--- config.mk ---
export PLATFORM = sky130hd
export DESIGN_NAME = control_unit
export DESIGN_NICKNAME = d
export VERILOG_FILES = /design/src/rtl/control_unit.sv
export SDC_FILE = /design/constraint.sdc
export NUM_CORES = 1
export LEC_CHECK = 0
export CAP_MARGIN = 20
export CORE_AREA = 2 2 50 52
export DETAILED_ROUTE_END_ITERATION = 16
export DIE_AREA = 0 0 52 54
export HOLD_SLACK_MARGIN = 0.1
export PLACE_DENSITY = 0.85
export SLEW_MARGIN = 20
export SYNTH_ARGS = -nofsm -noshare
export SYNTH_HDL_FRONTEND = slang
export SYNTH_SLANG_ARGS = --single-unit
--- constraint.sdc ---
create_clock -name clock -period 1.6 [get_ports clock]
set_input_delay 0.16 -clock clock [delete_from_list [all_inputs] [get_ports clock]]
set_output_delay 0.16 -clock clock [all_outputs]
set_load 0.05 [all_outputs]
--- src/rtl/control_unit.sv ---
// control_unit: Moore FSM sequencing a single-accumulator datapath.
// Ports: clock, reset (async, active-high); ir_out (IR contents, opcode in
// ir_out[OPW-1:0]); z (AC==0 flag, used only in JMPZ); control (23-bit
// datapath control word); state (current encoding, debug); halted (in HALT).
module control_unit #(
    parameter int OPW = 8
) (
    input  logic        clock,
    input  logic        reset,
    input  logic [15:0] ir_out,
    input  logic        z,
    output logic [22:0] control,
    output logic [4:0]  state,
    output logic        halted
);
    localparam logic [4:0] FETCH1 = 5'd0,  FETCH2 = 5'd1,  DECODE = 5'd2,
                           LDAC1  = 5'd3,  LDAC2  = 5'd4,  LDAC3  = 5'd5,
                           STAC1  = 5'd6,  STAC2  = 5'd7,  STAC3  = 5'd8,
                           MVACR  = 5'd9,  MVRAC  = 5'd10, ADD    = 5'd11,
                           SUB    = 5'd12, INAC   = 5'd13, CLAC   = 5'd14,
                           JUMP1  = 5'd15, JMPZ   = 5'd16, JSKIP  = 5'd17,
                           HALT   = 5'd18;
    localparam logic [3:0] B_PC = 4'd2, B_DR = 4'd4, B_R = 4'd5, B_AC = 4'd6,
                           B_DRAM = 4'd7, B_IRAM = 4'd8;
    localparam int PC_INC = 10, DRAM_WR = 13, R_LD = 14, AR_LD = 15, DR_LD = 16,
                   AC_LD = 17, PC_LD = 18, IR_LD = 19, ADDR_AR = 20, AC_ALU = 22;
    logic [4:0]     state_q, state_d;
    logic [OPW-1:0] opcode;
    assign opcode = ir_out[OPW-1:0];
    if (OPW < 16) begin : g_unused
        logic unused_ir_hi;
        assign unused_ir_hi = ^ir_out[15:OPW];
    end
    always_ff @(posedge clock or posedge reset) begin
        if (reset) state_q <= FETCH1;
        else       state_q <= state_d;
    end
    // Unused encodings fall through to the default and recover to FETCH1.
    always_comb begin
        state_d = FETCH1;
        case (state_q)
            FETCH1: state_d = FETCH2;
            FETCH2: state_d = DECODE;
            DECODE: begin
                case (opcode)
                    OPW'(8'h01): state_d = LDAC1;
                    OPW'(8'h02): state_d = STAC1;
                    OPW'(8'h03): state_d = MVACR;
                    OPW'(8'h04): state_d = MVRAC;
                    OPW'(8'h05): state_d = ADD;
                    OPW'(8'h06): state_d = SUB;
                    OPW'(8'h07): state_d = INAC;
                    OPW'(8'h08): state_d = CLAC;
                    OPW'(8'h09): state_d = JUMP1;
                    OPW'(8'h0A): state_d = JMPZ;
                    OPW'(8'hFF): state_d = HALT;
                    default:     state_d = FETCH1;
                endcase
            end
            LDAC1:   state_d = LDAC2;
            LDAC2:   state_d = LDAC3;
            STAC1:   state_d = STAC2;
            STAC2:   state_d = STAC3;
            JMPZ:    state_d = z ? JUMP1 : JSKIP;
            HALT:    state_d = HALT;
            default: state_d = FETCH1;
        endcase
    end
    // Address source PC and ALU op ADD are both encoded as zero, so they need no assignment.
    always_comb begin
        control = '0;
        case (state_q)
            FETCH1: begin control[3:0] = B_PC; control[AR_LD] = 1'b1; end
            FETCH2: begin control[3:0] = B_IRAM; control[IR_LD] = 1'b1; control[PC_INC] = 1'b1; end
            LDAC1, STAC1: begin
                control[3:0] = B_IRAM; control[AR_LD] = 1'b1; control[PC_INC] = 1'b1;
            end
            LDAC2: begin control[ADDR_AR] = 1'b1; control[3:0] = B_DRAM; control[DR_LD] = 1'b1; end
            LDAC3: begin control[3:0] = B_DR; control[AC_LD] = 1'b1; end
            STAC2: begin control[3:0] = B_AC; control[DR_LD] = 1'b1; end
            STAC3: begin control[ADDR_AR] = 1'b1; control[3:0] = B_DR; control[DRAM_WR] = 1'b1; end
            MVACR: begin control[3:0] = B_AC; control[R_LD] = 1'b1; end
            MVRAC: begin control[3:0] = B_R; control[AC_LD] = 1'b1; end
            ADD:   begin control[3:0] = B_R; control[AC_LD] = 1'b1; control[AC_ALU] = 1'b1; end
            SUB: begin
                control[3:0] = B_R; control[9:8] = 2'b01; control[AC_LD] = 1'b1; control[AC_ALU] = 1'b1;
            end
            INAC:  begin control[9:8] = 2'b11; control[AC_LD] = 1'b1; control[AC_ALU] = 1'b1; end
            // AC loaded from an undriven bus: the datapath reads that as zero.
            CLAC:  control[AC_LD] = 1'b1;
            JUMP1: begin control[3:0] = B_IRAM; control[PC_LD] = 1'b1; end
            JSKIP: control[PC_INC] = 1'b1;
            default: control = '0;
        endcase
    end
    assign state  = state_q;
    assign halted = (state_q == HALT);
endmodule

Yosys cells after proc, flatten, opt, wreduce, memory -nomap -nowiden --
Index checks and enable logic that the tools add are counted.
Cells by class: multiplexer cells 15, equality and inequality tests 29, reductions and logical operators 11
Operators by type and width (count):
- one-hot mux 5 bit (11 select lines) | 1
- one-hot mux 5 bit (9 select lines) | 1
- equality test 5 x 4 -> 1 bit, second input constant | 8
- equality test 8 x 3 -> 1 bit, second input constant | 4
- equality test 8 x 4 -> 1 bit, second input constant | 3
- one-hot mux 4 bit (6 select lines) | 1
- equality test 5 x 3 -> 1 bit, second input constant | 4
- equality test 8 x 2 -> 1 bit, second input constant | 2
- equality test 5 bit, second input constant | 3
- equality test 5 x 2 -> 1 bit, second input constant | 2
- 2-to-1 mux 1 bit | 10
- OR reduction 3 bit | 3
- equality test 8 x 1 -> 1 bit, second input constant | 1
- equality test 8 bit, second input constant | 1
- OR reduction 2 bit | 4
- OR reduction 4 bit | 2
- OR reduction 6 bit | 1
- equality test 5 x 1 -> 1 bit, second input constant | 1
- zero test 5 bit | 1
- 2-to-1 mux 5 bit | 1
- one-hot mux 2 bit (2 select lines) | 1
Word-level totals: input port bits 19, bits in registers 5, word-level logic and storage cells 56, output and inout port bits 29

Logic depth before layout (Yosys ltp) --
depth in word-level cells 3, gate-level depth with buffers 6, depth with buffers taken out 4

Worst setup path after synthesis --
Ideal clock, no wire load.
kind register to output, start register state_q[4] (netlist: state[4]), end output control[13], cell stages (with the launch flop) 4, path slack -1.116 ns, arrival 2.556 ns, data required time 1.440 ns, buffers on the path 2, cells stage by stage dfrtp_1 -> buf_6 -> clkbuf_1 -> nor4_1
Between the ends: longest elaborated chain between the ends 2
Ends and longest elaborated chain:
- from (decl) | RTL line 27 | logic [4:0] state_q, state_d;
- from (signal assigned) | RTL line 36 | else state_q <= state_d;
- equality test 5 x 4 -> 1 bit | RTL line 72 | case (state_q)
- 2-to-1 mux 1 bit | RTL line 72
- to (decl) | RTL line 12 | output logic [22:0] control,
No other way between the ends.

Worst setup path after layout --
start register state_q[1] (netlist: state[1]), end output control[3]
Between the ends: longest elaborated chain between the ends 3, elaborated cells between the ends (all ways) 18, classes of those cells 12 x eq/ne; 1 x mux; 5 x reduce/logical
Ends and longest elaborated chain (RTL line):
- equality test 5 x 3 -> 1 bit (tied with other cells) | 72
- OR reduction 4 bit (no line) (tied with other cells)
- one-hot mux 4 bit (6 select lines) * | 72
Every way passes the cells marked *; elsewhere a longest branch is shown, timed or not.

==> flow_metrics.py <==
metrics = {
    "clock_network": {
        "cts_root_buf": "clkbuf_4",
        "clk_pin_slew_ns": 0.05,
        "cts_tree": "done",
        "cts_sinks": 5,
        "cts.path.max_buffers": 2,
        "numCtsBuffers": 3,
        "htreeDepth": 1,
        "clock_latency_ns": 0.23,
    },
    "placement": {
        "place_hpwl_mm": 2.18,
        "place.gp.congestion": 0.793,
        "postPlaceCellArea_sq_um": 1640,
        "io_buffers": 32,
    },
    "drt": {
        "post_drt_wl_per_cell_microns": 17.1,
        "drtPass1Iterations": 4,
        "vias_per_cell": 5.38,
        "vias": 1092,
        "wl_mm": 3.48,
        "ant_nets": 0,
        "drc_errors": 0,
        "drt_iter0_drc": 19,
    },
    "floorplan": {
        "start_util": 0.353,
        "core_area_sq_um": 2320,
        "io_pins": 48,
        "rows": 18,
        "die_area_sq_um": 2810,
        "die_h_microns": 54,
        "die_w_microns": 52,
    },
    "cells_and_area": {
        "diodes": 0,
        "fill_cells": 145,
        "largest_register_ffs": 5,
        "mostFrequentLayoutCell": "buf_4",
        "syn_to_final_growth_pct": 137,
        "nets": 193,
        "seqCellArea_sq_um": 134,
        "drive_above_1_share": 0.630,
        "design_area_sq_um": 1940,
        "multiInputGateArea_sq_um": 876,
        "final_cell_mix": "buf_4 (27), buf_12 (22), clkdlybuf4s50_1 (10)",
    },
    "flow_run": {
        "cap_viol_max_count": 0,
    },
    "yosys": {
        "synth_cells": 113,
        "synth_cell_types": 42,
        "synth_ff_type": "dfrtp_1",
        "async_flop_share": 1.00,
        "synth_edf_count": 0,
        "yosysWarnings": 0,
        "syn-cell-area_sq_um": 818,
        "synth_sequential_area_ratio": 0.153,
        "synth_seq_cells": 5,
        "avgSynthCellArea_sq_um": 7.24,
    },
    "worst_setup_path": {
        "reg2regPathDepth": 6,
        "worstPathMaxFanout": 9,
        "r2r_slack_ns": 0.03,
        "r2r-end": "state[1]",
        "startpoint_type": "flop",
        "worstPathArrival_ns": 1.59,
        "cp.required_ns": 1.44,
        "crit_type": "reg -> out",
        "worstReg2RegStart": "state[2]",
        "cp-end-kind": "output pin",
    },
    "sta": {
        "skew_ns": 0.00175,
        "hold_ws_ns": 0.132,
        "finalMaxSlewViolations": 0,
        "max_freq_mhz": 570,
        "setup_violations": 15,
        "rsz0062_at_grt": "true",
        "finalCriticalPeriod_ns": 1.75,
        "finalCritPeriodShare": 1.10,
        "final_hold_viol_count": 0,
        "setup_slack_ns": -0.155,
        "fin_setup_tns_ns": -1.45,
    },
    "status": {
        "failed_checks": "setup timing",
        "status": "finished, violations left",
    },
    "grt": {
        "grt_pass1_vias": 1093,
        "grt_antenna_before_repair": 0,
        "grt_max_degree": 14,
        "gr-total-overflow": 0,
        "grt.total_usage": 0.230,
        "grt_pass1_wl_mm": 4.87,
    },
    "min_path": {
        "min_path_type": "in -> async",
    },
    "pwr": {
        "power_density_nw_per_um2": 2100,
        "vdd_drop_max_mv": 1.89,
        "leakagePower_nw": 0.730,
    },
}
==> through the flow <==
stage          power, mW  worst slack (ns)   util  cells
6_report            4.07            -0.155  0.835    203
3_3_place_gp        3.22           -0.0194  0.708    180
5_1_grt             4.24            -0.230  0.835    203
2_1_floorplan       2.21           -0.0730      -    119
3_5_place_dp        3.31           -0.0687  0.708    180
4_1_cts             3.78            -0.110  0.784    197
==> how the worst max path moves through the flow <==
stage          startpoint     endpoint  slack (ns)  cells past startpoint
4_1_cts          state[2]   control[2]       -0.11                      6
6_report         state[1]   control[3]       -0.15                      5
2_1_floorplan    state[4]  control[13]       -0.07                      3
3_3_place_gp    ir_out[5]     state[4]       -0.02                      5
5_1_grt          state[1]  control[10]       -0.23                      5
3_5_place_dp    ir_out[5]     state[4]       -0.07                      5
==> layout make-up <==
| cell class | count | share of cell area |
|---|---|---|
| clock buffer | 4 | 0.0136 |
| timing repair buffer | 67 | 0.432 |
| multi-input combinational | 93 | 0.452 |
| tap | 30 | 0.0194 |
| sequential | 5 | 0.0691 |
| inverter | 4 | 0.0142 |
==> what timing repair did <==
action / CTS / global route
pin swaps: 2 / 6
buffers inserted: 13 / 6
hold buffers: 0 / 0
endpoints found under the hold margin: 0 / 0
resized for setup: 16 / 17
endpoints found under the setup margin: 17 / 18
==> critical path, cell delays in order, from the launching register on <==
cell,delay (ns)
dfrtp_2,0.48
buf_4,0.17
nand2_1,0.15
o22a_1,0.29
nor2_4,0.14
buf_12,0.14
==> synthesized netlist by cell type (all sizes together), types with 3 or more instances <==
cell | number | area, sq um
a21oi | 11 | 55.1
dfrtp | 5 | 125
nor4 | 5 | 46.3
o21ai | 6 | 30.0
nor2 | 18 | 70.1
inv | 4 | 15.0
nor3 | 5 | 25.0
buf | 13 | 124
clkbuf | 3 | 21.3
nor2b | 6 | 37.5
nand2 | 7 | 26.3
==> where the power goes <==
| group | internal (mW) | switching [mW] | total, mW |
|---|---|---|---|
| registers | 0.180 | 0.139 | 0.319 |
| clock network | 0.0941 | 0.0482 | 0.142 |
| logic | 1.72 | 1.89 | 3.61 |
| total | 2.00 | 2.08 | 4.07 |
==> kinds of logic after synthesis <==
logic type,count (synthesis),share of synthesized area
muxes,1,0.0122
xor gates and xnor gates,1,0.0107
DFF,5,0.153
and+or+nand+nor,54,0.362
buffers and inverters,21,0.209
AOI/OAI and AO/OA,30,0.248
other,1,0.00458
==> per-layer routing <==
metal,track usage,vias up,wire (microns)
met5,0,-,0
met4,0.110,0,72
met3,0.0278,10,139
met2,0.445,39,1990
met1,0.245,531,1270
li1,-,512,-
Power figures use the tool's default switching activity.
